<file path="config.mk">
export PLATFORM = sky130hd
export DESIGN_NAME = real_table_reader
export DESIGN_NICKNAME = d
export VERILOG_FILES = /design/src/rtl/real_table_pkg.sv /design/src/rtl/real_table_mem.sv /design/src/rtl/real_table_reader.sv
export SDC_FILE = /design/constraint.sdc
export NUM_CORES = 1
export LEC_CHECK = 0
export ABC_AREA = 1
export BUFFER_PORTS_ARGS = -buffer_cell sky130_fd_sc_hd__buf_2
export CORE_MARGIN = 3
export CORE_UTILIZATION = 60
export CTS_CLUSTER_DIAMETER = 100
export CTS_CLUSTER_SIZE = 40
export DETAILED_ROUTE_END_ITERATION = 16
export GPL_TIMING_DRIVEN = 1
export PLACE_DENSITY_LB_ADDON = 0.05
export RECOVER_POWER = 50
export SETUP_SLACK_MARGIN = 0.4
export SLEW_MARGIN = 20
export SYNTH_ARGS = -nofsm -noshare
export SYNTH_HDL_FRONTEND = slang
export SYNTH_HIERARCHICAL = 1
export SYNTH_SLANG_ARGS = --single-unit
</file>
<file path="constraint.sdc">
create_clock -name clk -period 3.49 [get_ports clk]
set_input_delay 0.349 -clock clk [delete_from_list [all_inputs] [get_ports clk]]
set_output_delay 0.349 -clock clk [all_outputs]
set_load 0.05 [all_outputs]
</file>
<file path="src/rtl/real_table_pkg.sv">
// Shared definitions for the real-parameterised table reader: FSM state
// encoding and elaboration-time helpers that turn real parameters into
// integer sizes.
package real_table_pkg;

  // Reader FSM states
  typedef enum logic [1:0] {
    ST_IDLE    = 2'd0,
    ST_FETCH   = 2'd1,
    ST_PRESENT = 2'd2,
    ST_DONE    = 2'd3
  } state_t;

  // Truncating real -> integer conversion used for DEPTH and MAX_LEN
  function automatic int real_to_int(input real r);
    return $rtoi(r);
  endfunction

  // Address width for a table of d entries; never narrower than one bit
  function automatic int addr_width(input int d);
    return (d <= 1) ? 1 : $clog2(d);
  endfunction

  // Length-counter width able to hold the value m
  function automatic int len_width(input int m);
    return (m < 1) ? 1 : $clog2(m + 1);
  endfunction

endpackage

</file>
<file path="src/rtl/real_table_mem.sv">
// Table storage: one write port, one registered read port, and a reset
// that reloads every entry with the pattern (index*2).
module real_table_mem
  import real_table_pkg::*;
#(
  parameter int DEPTH = 4,
  parameter int WIDTH = 8,
  parameter int AW    = 2
)(
  input  logic             clk,
  input  logic             rst,
  input  logic             wr_en,
  input  logic [AW-1:0]    wr_addr,
  input  logic [WIDTH-1:0] wr_data,
  input  logic             rd_en,
  input  logic [AW-1:0]    rd_addr,
  output logic [WIDTH-1:0] rd_data
);

  logic [DEPTH-1:0][WIDTH-1:0] entries;

  // One register per entry. An address outside 0..DEPTH-1 matches no
  // entry, so such writes fall on the floor without extra logic.
  genvar j;
  generate
    for (j = 0; j < DEPTH; j++) begin : g_entry
      localparam logic [WIDTH-1:0] INIT = WIDTH'(j * 2);

      // Entry j: reset pattern load, otherwise write on address match
      always_ff @(posedge clk) begin
        if (rst)
          entries[j] <= INIT;
        else if (wr_en && (wr_addr == AW'(j)))
          entries[j] <= wr_data;
      end
    end
  endgenerate

  // Registered read. It samples the array before this edge's write lands,
  // which gives read-before-write on a same-cycle collision. Outside a
  // read the output holds, so later writes never disturb a presented entry.
  always_ff @(posedge clk) begin
    if (rst)
      rd_data <= '0;
    else if (rd_en)
      rd_data <= entries[rd_addr];
  end

endmodule

</file>
<file path="src/rtl/real_table_reader.sv">
// Burst reader over a small register table. A start in IDLE launches a burst
// of up to MAX_LEN entries from start_addr, wrapping at the table end. Each
// entry takes one fetch cycle plus a ready/valid presentation cycle.
module real_table_reader
  import real_table_pkg::*;
#(
  parameter real DEPTH_REAL   = 4.0,
  parameter real MAX_LEN_REAL = 8.5,
  parameter int  WIDTH        = 8,
  localparam int DEPTH        = real_to_int(DEPTH_REAL),
  localparam int MAX_LEN      = real_to_int(MAX_LEN_REAL),
  localparam int AW           = addr_width(DEPTH),
  localparam int LW           = len_width(MAX_LEN)
)(
  input  logic             clk,
  input  logic             rst,
  input  logic             wr_en,
  input  logic [AW-1:0]    wr_addr,
  input  logic [WIDTH-1:0] wr_data,
  input  logic             start,
  input  logic [AW-1:0]    start_addr,
  input  logic [LW-1:0]    start_len,
  output logic             busy,
  output logic             rd_valid,
  input  logic             rd_ready,
  output logic [WIDTH-1:0] rd_data,
  output logic [AW-1:0]    rd_addr,
  output logic             done
);

  localparam logic [LW-1:0] LEN_CAP   = LW'(MAX_LEN);
  localparam logic [AW-1:0] ADDR_LAST = AW'(DEPTH - 1);

  state_t          state, state_nxt;
  logic [AW-1:0]   addr, addr_nxt;
  logic [LW-1:0]   remain, remain_nxt;
  logic [AW-1:0]   start_addr_mod;
  logic            fetch;

  // Fold an out-of-range start address back into the table. Done in 32 bits
  // so a power-of-two DEPTH never turns into a zero divisor at width AW.
  always_comb begin
    start_addr_mod = AW'(32'(start_addr) % 32'(DEPTH));
  end

  // Next-state logic; start is only looked at in IDLE, so it never queues
  always_comb begin
    state_nxt  = state;
    addr_nxt   = addr;
    remain_nxt = remain;
    case (state)
      ST_IDLE: begin
        if (start) begin
          if (start_len == '0) begin
            state_nxt = ST_DONE;
          end else begin
            state_nxt  = ST_FETCH;
            addr_nxt   = start_addr_mod;
            remain_nxt = (start_len > LEN_CAP) ? LEN_CAP : start_len;
          end
        end
      end
      ST_FETCH: begin
        state_nxt = ST_PRESENT;
      end
      ST_PRESENT: begin
        if (rd_ready) begin
          remain_nxt = remain - 1'b1;
          if (remain == LW'(1)) begin
            state_nxt = ST_DONE;
          end else begin
            state_nxt = ST_FETCH;
            addr_nxt  = (addr == ADDR_LAST) ? '0 : addr + 1'b1;
          end
        end
      end
      ST_DONE: begin
        state_nxt = ST_IDLE;
      end
      default: begin
        state_nxt = ST_IDLE;
      end
    endcase
  end

  // State, burst address and remaining-count registers
  always_ff @(posedge clk) begin
    if (rst) begin
      state  <= ST_IDLE;
      addr   <= '0;
      remain <= '0;
    end else begin
      state  <= state_nxt;
      addr   <= addr_nxt;
      remain <= remain_nxt;
    end
  end

  // Presented address is captured alongside the table read so it stays
  // paired with rd_data for the whole presentation
  always_ff @(posedge clk) begin
    if (rst)
      rd_addr <= '0;
    else if (fetch)
      rd_addr <= addr;
  end

  // Status outputs are pure state decodes
  always_comb begin
    fetch    = (state == ST_FETCH);
    busy     = (state != ST_IDLE);
    rd_valid = (state == ST_PRESENT);
    done     = (state == ST_DONE);
  end

  real_table_mem #(
    .DEPTH (DEPTH),
    .WIDTH (WIDTH),
    .AW    (AW)
  ) u_mem (
    .clk     (clk),
    .rst     (rst),
    .wr_en   (wr_en),
    .wr_addr (wr_addr),
    .wr_data (wr_data),
    .rd_en   (fetch),
    .rd_addr (addr),
    .rd_data (rd_data)
  );

endmodule

</file>
==> Yosys cells after proc, flatten, opt, wreduce, memory -nomap -nowiden <==
Cells that the tools add are included.
{ "totals": {"register_bits": 50, "output_inout_bits": 13, "wordCells": 55} }
{ "op_classes": {"addsub": 2, "n_lt_le_gt_ge": 2, "n_eq_ne": 12, "mux": 18, "n_reduce_logical": 12} }
{ "ops": {"columns": ["operator", "count"], "rows": [
  ["2-bit 2-to-1 mux", 9],
  ["8-bit binary-select mux with 2-bit select", 1],
  ["4-bit 2-to-1 mux", 4],
  ["2-bit == test (second input constant)", 5],
  ["8-bit 2-to-1 mux", 1],
  ["2-bit one-hot mux with 4 select lines", 1],
  ["4-bit one-hot mux with 2 select lines", 1],
  ["2-bit != test (second input constant)", 3],
  ["5-bit AND reduction", 1],
  ["2-bit by 1-bit == test with 1-bit output (second input constant)", 2],
  ["4-bit by 1-bit == test with 1-bit output (second input constant)", 1],
  ["4-bit > comparator (second input constant)", 1],
  ["1-bit logical AND", 4],
  ["2-bit logical NOT", 2],
  ["4-bit logical NOT", 1],
  ["2-bit one-hot mux with 2 select lines", 1],
  ["4-bit AND reduction", 1],
  ["2-bit nonzero test", 2],
  ["4-bit by 1-bit subtractor with 4-bit output (second input constant)", 1],
  ["2-bit by 3-bit < comparator with 1-bit output (second input constant)", 1],
  ["2-bit by 1-bit adder with 2-bit output (second input constant)", 1],
  ["2-bit by 1-bit != test with 1-bit output (second input constant)", 1],
  ["2-bit AND reduction", 1]
]} }

==> Depth between registers and ports, before layout <==
{ "logic_depth": {"word_depth": 5, "depth_mapped": 8, "mapped_depth_nobuf": 8} }

==> Modules after synthesis <==
The synthesis kept the hierarchy.
{ "by_module_without_submodules": {"columns": ["mod", "instances", "cells_each", "area_each_um2", "seq_area_each_um2"], "rows": [
  ["real_table_mem", 1, 232, 1651.6, 800.8],
  ["real_table_reader", 1, 95, 639.4, 200.2]
]} }

==> Least setup slack after synthesis <==
No wires, ideal clock.
{ "synth_timing": {"kind": "register to register", "from": "reg state[1]", "to": "reg addr[0]", "setup_time_ps": 110, "t_arrival_ps": 1252, "path_slack_ps": 2128, "path_stages_with_launch": 8, "synth_period_minus_slack_ps": 1362, "cell_sequence": "dfxtp_1 -> inv_1 -> nor2_4 -> o21ai_0 -> o21ai_0 -> nand3_1 -> nand2_1 -> nor2_1"} }
{ "synth_between": {"elab_chain_cells": 3} }
{ "synth_rtl": {"columns": ["element", "line", "source"], "rows": [
  ["start, declared", "real_table_reader.sv:34", "state_t state, state_nxt;"],
  ["start signal, assigned", "real_table_reader.sv:93", "state <= state_nxt;"],
  ["2-bit == test (*)", null, null],
  ["net rd_valid", "real_table_reader.sv:24", "output logic rd_valid,"],
  ["2-bit != test (no source line) (tied with other cells)", null, null],
  ["5-bit AND reduction (no source line)", null, null],
  ["end signal, assigned", "real_table_reader.sv:94", "addr <= addr_nxt;"],
  ["end, declared", "real_table_reader.sv:35", "logic [AW-1:0] addr, addr_nxt;"]
]} }
The timed path passes the listed nets; every way through them passes the cells marked *.
A chain may end at the register's enable or synchronous reset.

==> Final worst setup path <==
{ "layout_timing": {"from": "reg state[1]", "to": "out rd_valid"} }
{ "layout_between": {"elab_chain_cells": 1} }
{ "layout_rtl": {"columns": ["element", "line", "source"], "rows": [
  ["2-bit == test", "real_table_reader.sv:112", "rd_valid = (state == ST_PRESENT);"],
  ["end, declared", "real_table_reader.sv:24", null]
]} }
Every way passes these cells.

==> results <==
- Relative to the synthesized area, the layout overhead comes to 11.3%.
- The maximum buffer depth of the clock tree is 2.
- The net count of the finished layout is 382.
- Along the worst path, the maximum fanout reaches 6.
- The starting density of the core is 0.656.
- Hold repair after CTS inserted 0 buffers.
- The share of layout cells above drive strength 1 is 0.139.
- IR analysis of the VDD net gives a maximum drop of 391 µV.
- Wire segments on met2 add up to 2.53 mm in the final route.
- The overall overflow remaining after global route is 0.
- Between clock sinks in the finished design, the worst skew comes to 0.00590 ns.
- The worst min-delay path startpoint is wr_data[6].
- The number of max-slew violations in the final report is 0.
- The wire length on met1 is 2.56 mm.
- The library cell used most frequently in the layout, excluding fill and tap cells, is sky130_fd_sc_hd__nor2_1.
- The global-route wire length before repair is 8.60 mm.
- The routed layout has 2,159 vias.
- The reported max-cap violation count is 0.
- The die covers 0.00460 mm².
- The via count of the first global-routing pass is 1,861.
- The worst hold path was traced through 3 stages.
- After clock tree synthesis, the clock-pin slew on the worst setup and hold paths is 0.09 ns.
- The critical path is of the register to output pin type.
- Summing all placed instances gives a cell area of 0.00246 mm².
- After synthesis the netlist holds a flip-flop and latch count of 50.
- Once layout is done, the placed cells without fillers occupy 0.00255 mm².
- The power per cell area is 534 mW/mm².
- The highest layer used for signal routing is met4.
- The depth of the CTS H-tree is 2.
- The share of synthesized registers carrying an async set or reset is 0.
- The filler cell count is 309.
- The worst setup path is captured at an output pin.
- The width of the die is 67.8 µm.
- The worst path in the final design needs a cycle of 1.69 ns, including I/O delays and setup.
- The leakage component of the power is 1.15 nW.
- The first-pass detailed-route iteration total is 4.
- The initial antenna violation count came to 0.
- Using the TritonRoute via totals, the vias-per-cell ratio works out to 5.33.
- TritonCTS built the clock tree.
- The flow ran to the end, and the final reports show no timing, DRC or antenna violations.
- In this run, CTS created clock tree buffers numbering 5.
- The tree is rooted in a sky130_fd_sc_hd__clkbuf_8.
- The final routed wire length divided by cell count is 13.4 µm.
- At the later pin of the worst-skew pair, clock insertion delay measures 0.30 ns.
- After synthesis the cells add up to 0.00229 mm².
- In this run the tool buffered the top-level ports with 33 buffer cells.
- The number of setup buffers added after CTS is 0.
- The number of nets produced by synthesis is 351.
- The core outline area is 0.00349 mm².
- In the finished design, the share of the clock period the worst path needs comes to 0.485.
- In the layout the commonest cells are sky130_fd_sc_hd__nor2_1, sky130_fd_sc_hd__nand2_1, sky130_fd_sc_hd__dfxtp_1.
- At the pin with the least slew margin, the transition time is 0.981 ns.
- The final antenna-violating net count is 0.
- The startpoint identified for the worst register-to-register timing path is addr[0].
- Of the synthesized area, sequential elements account for 0.437.
- The worst relative slew slack is 0.345.
- The repair_antennas step left the layout with diodes totalling 0.
- Setup repair after global routing left no endpoint under its margin.
- The number of cells on the worst reg-to-reg path is 6.
- Setup violations remaining at the end of the flow were counted as 0.
- CTS saw 50 sinks.
- The data arrival time of the critical path is 1.34 ns.
- Counting every instance in the synthesized netlist gives 327.
- After legalization and detailed placement, the total HPWL measured 3.70 mm.
- The endpoint identified for the worst register-to-register timing path is addr[0].
- After floorplanning, the core was divided into 21 placement rows.
- The Yosys step of the flow raised 6 warnings.
- The most used flip-flop cell after synthesis is sky130_fd_sc_hd__dfxtp_1.
- The min-delay analysis places its worst path in the category input pin to register.
- The count of cells resized by post-cts repair is 0.
- Dividing the synthesized area by the synthesized cell count gives 7.01 µm².
- The number of primary I/O pins is 34.
- In the global route stage, overall resource usage came out at 0.255.
- For flop-to-flop paths, the worst setup slack is 1.85 ns.
- The die extent in y is 67.8 µm.
- STA puts the critical path data required time at 3.14 ns.
- In this run, the number of DRC markers left after iteration 0 of detailed routing was 162.
- For the final routed database, the setup TNS stands at 0 ns.
- The total wire length is 5.44 mm.
- Entering global routing, the biggest net connects 41 pins.
- The routed design uses 267 µm of met3 wire.
- Yosys mapped the design onto 22 distinct sky130hd cell types.
- The number of hold violations in the final report is 0.
- The type of origin of the critical path is a register.
- The final weighted congestion of routability-driven global placement is 0.823.
- The maximum frequency from static timing analysis is 591 MHz.
- The final routed DRC violation total is 0.
- The end point of the most critical hold path is u_mem/entries[30].
- The number of enable flip-flop cells after synthesis is 0.
## kinds of logic after synthesis
logic type                 count (synthesis)  share of synthesized area
buffers and inverters                     33                     0.0650
and+or+nand+nor                          178                      0.340
xor gates and xnor gates                   1                    0.00382
AOI/OAI and AO/OA                         62                      0.138
adders and majority gates                  3                     0.0164
DFF                                       50                      0.437
## worst max-delay path by stage
stage                     startpoint                to  cells after the start
after detailed placement         rst  u_mem/rd_data[0]                      4
after global placement           rst  u_mem/rd_data[0]                      4
after global routing         addr[0]           addr[0]                      6
final                       state[1]          rd_valid                      3
after floorplan             state[1]           addr[0]                      7
after CTS                   state[1]          rd_valid                      3
## per-layer routing
layer / GRT usage / vias up
li1: - / 1111
met4: 0.102 / 0
met2: 0.406 / 54
met5: 0 / -
met3: 0.0449 / 7
met1: 0.342 / 987
## state kept, by name, summed over array words and instances, names as in the netlist
name / cells
u_mem/entries: 32
u_mem/rd_data: 8
remain: 4
addr: 2
rd_addr: 2
state: 2
## synth_stat cells (4+ instances only)
cell	n	share of area
sky130_fd_sc_hd__a21oi_1	14	0.031
sky130_fd_sc_hd__dfxtp_1	50	0.44
sky130_fd_sc_hd__inv_1	19	0.031
sky130_fd_sc_hd__inv_2	4	0.0066
sky130_fd_sc_hd__nand2_1	63	0.10
sky130_fd_sc_hd__nand2_2	7	0.019
sky130_fd_sc_hd__nand3_1	27	0.059
sky130_fd_sc_hd__nor2_1	70	0.11
sky130_fd_sc_hd__nor2_2	4	0.011
sky130_fd_sc_hd__nor2_4	4	0.020
sky130_fd_sc_hd__o21ai_0	45	0.098
## layout make-up
cell class | instances | area (µm²) | share of cell area
tap | 46 | 57.6 | 0.0226
timing repair buffer | 33 | 151 | 0.0594
clock buffer | 6 | 72.6 | 0.0285
inverter | 24 | 92.6 | 0.0363
clock inverter | 2 | 37.5 | 0.0147
sequential | 50 | 1000 | 0.393
multi-input combinational | 244 | 1140 | 0.446
## power by group
part | switching (mW) | total (mW) | leakage [nW] | internal [mW]
sequential | 0.0435 | 0.659 | 0.410 | 0.616
clock | 0.191 | 0.405 | 0.0514 | 0.214
combinational | 0.212 | 0.297 | 0.688 | 0.0851
## stage by stage
stage           util  worst slack (ns)  std cells  total power, mW  hold slack (ns)
2_1_floorplan      -              2.13        327            0.896            0.418
3_5_place_dp   0.703              1.82        397            0.970            0.444
6_report       0.729              1.80        405             1.36            0.298
3_3_place_gp   0.703              1.89        397            0.962            0.441
5_1_grt        0.729              1.68        405             1.43            0.310
4_1_cts        0.735              1.78        405             1.37            0.264
## worst max-delay path: stages, from the launching register on
cell and delay, ns:
sky130_fd_sc_hd__dfxtp_1 0.46, sky130_fd_sc_hd__inv_1 0.12, sky130_fd_sc_hd__nor2_4 0.17, sky130_fd_sc_hd__buf_2 0.29
No activity file was read; power rests on OpenSTA's default activity.
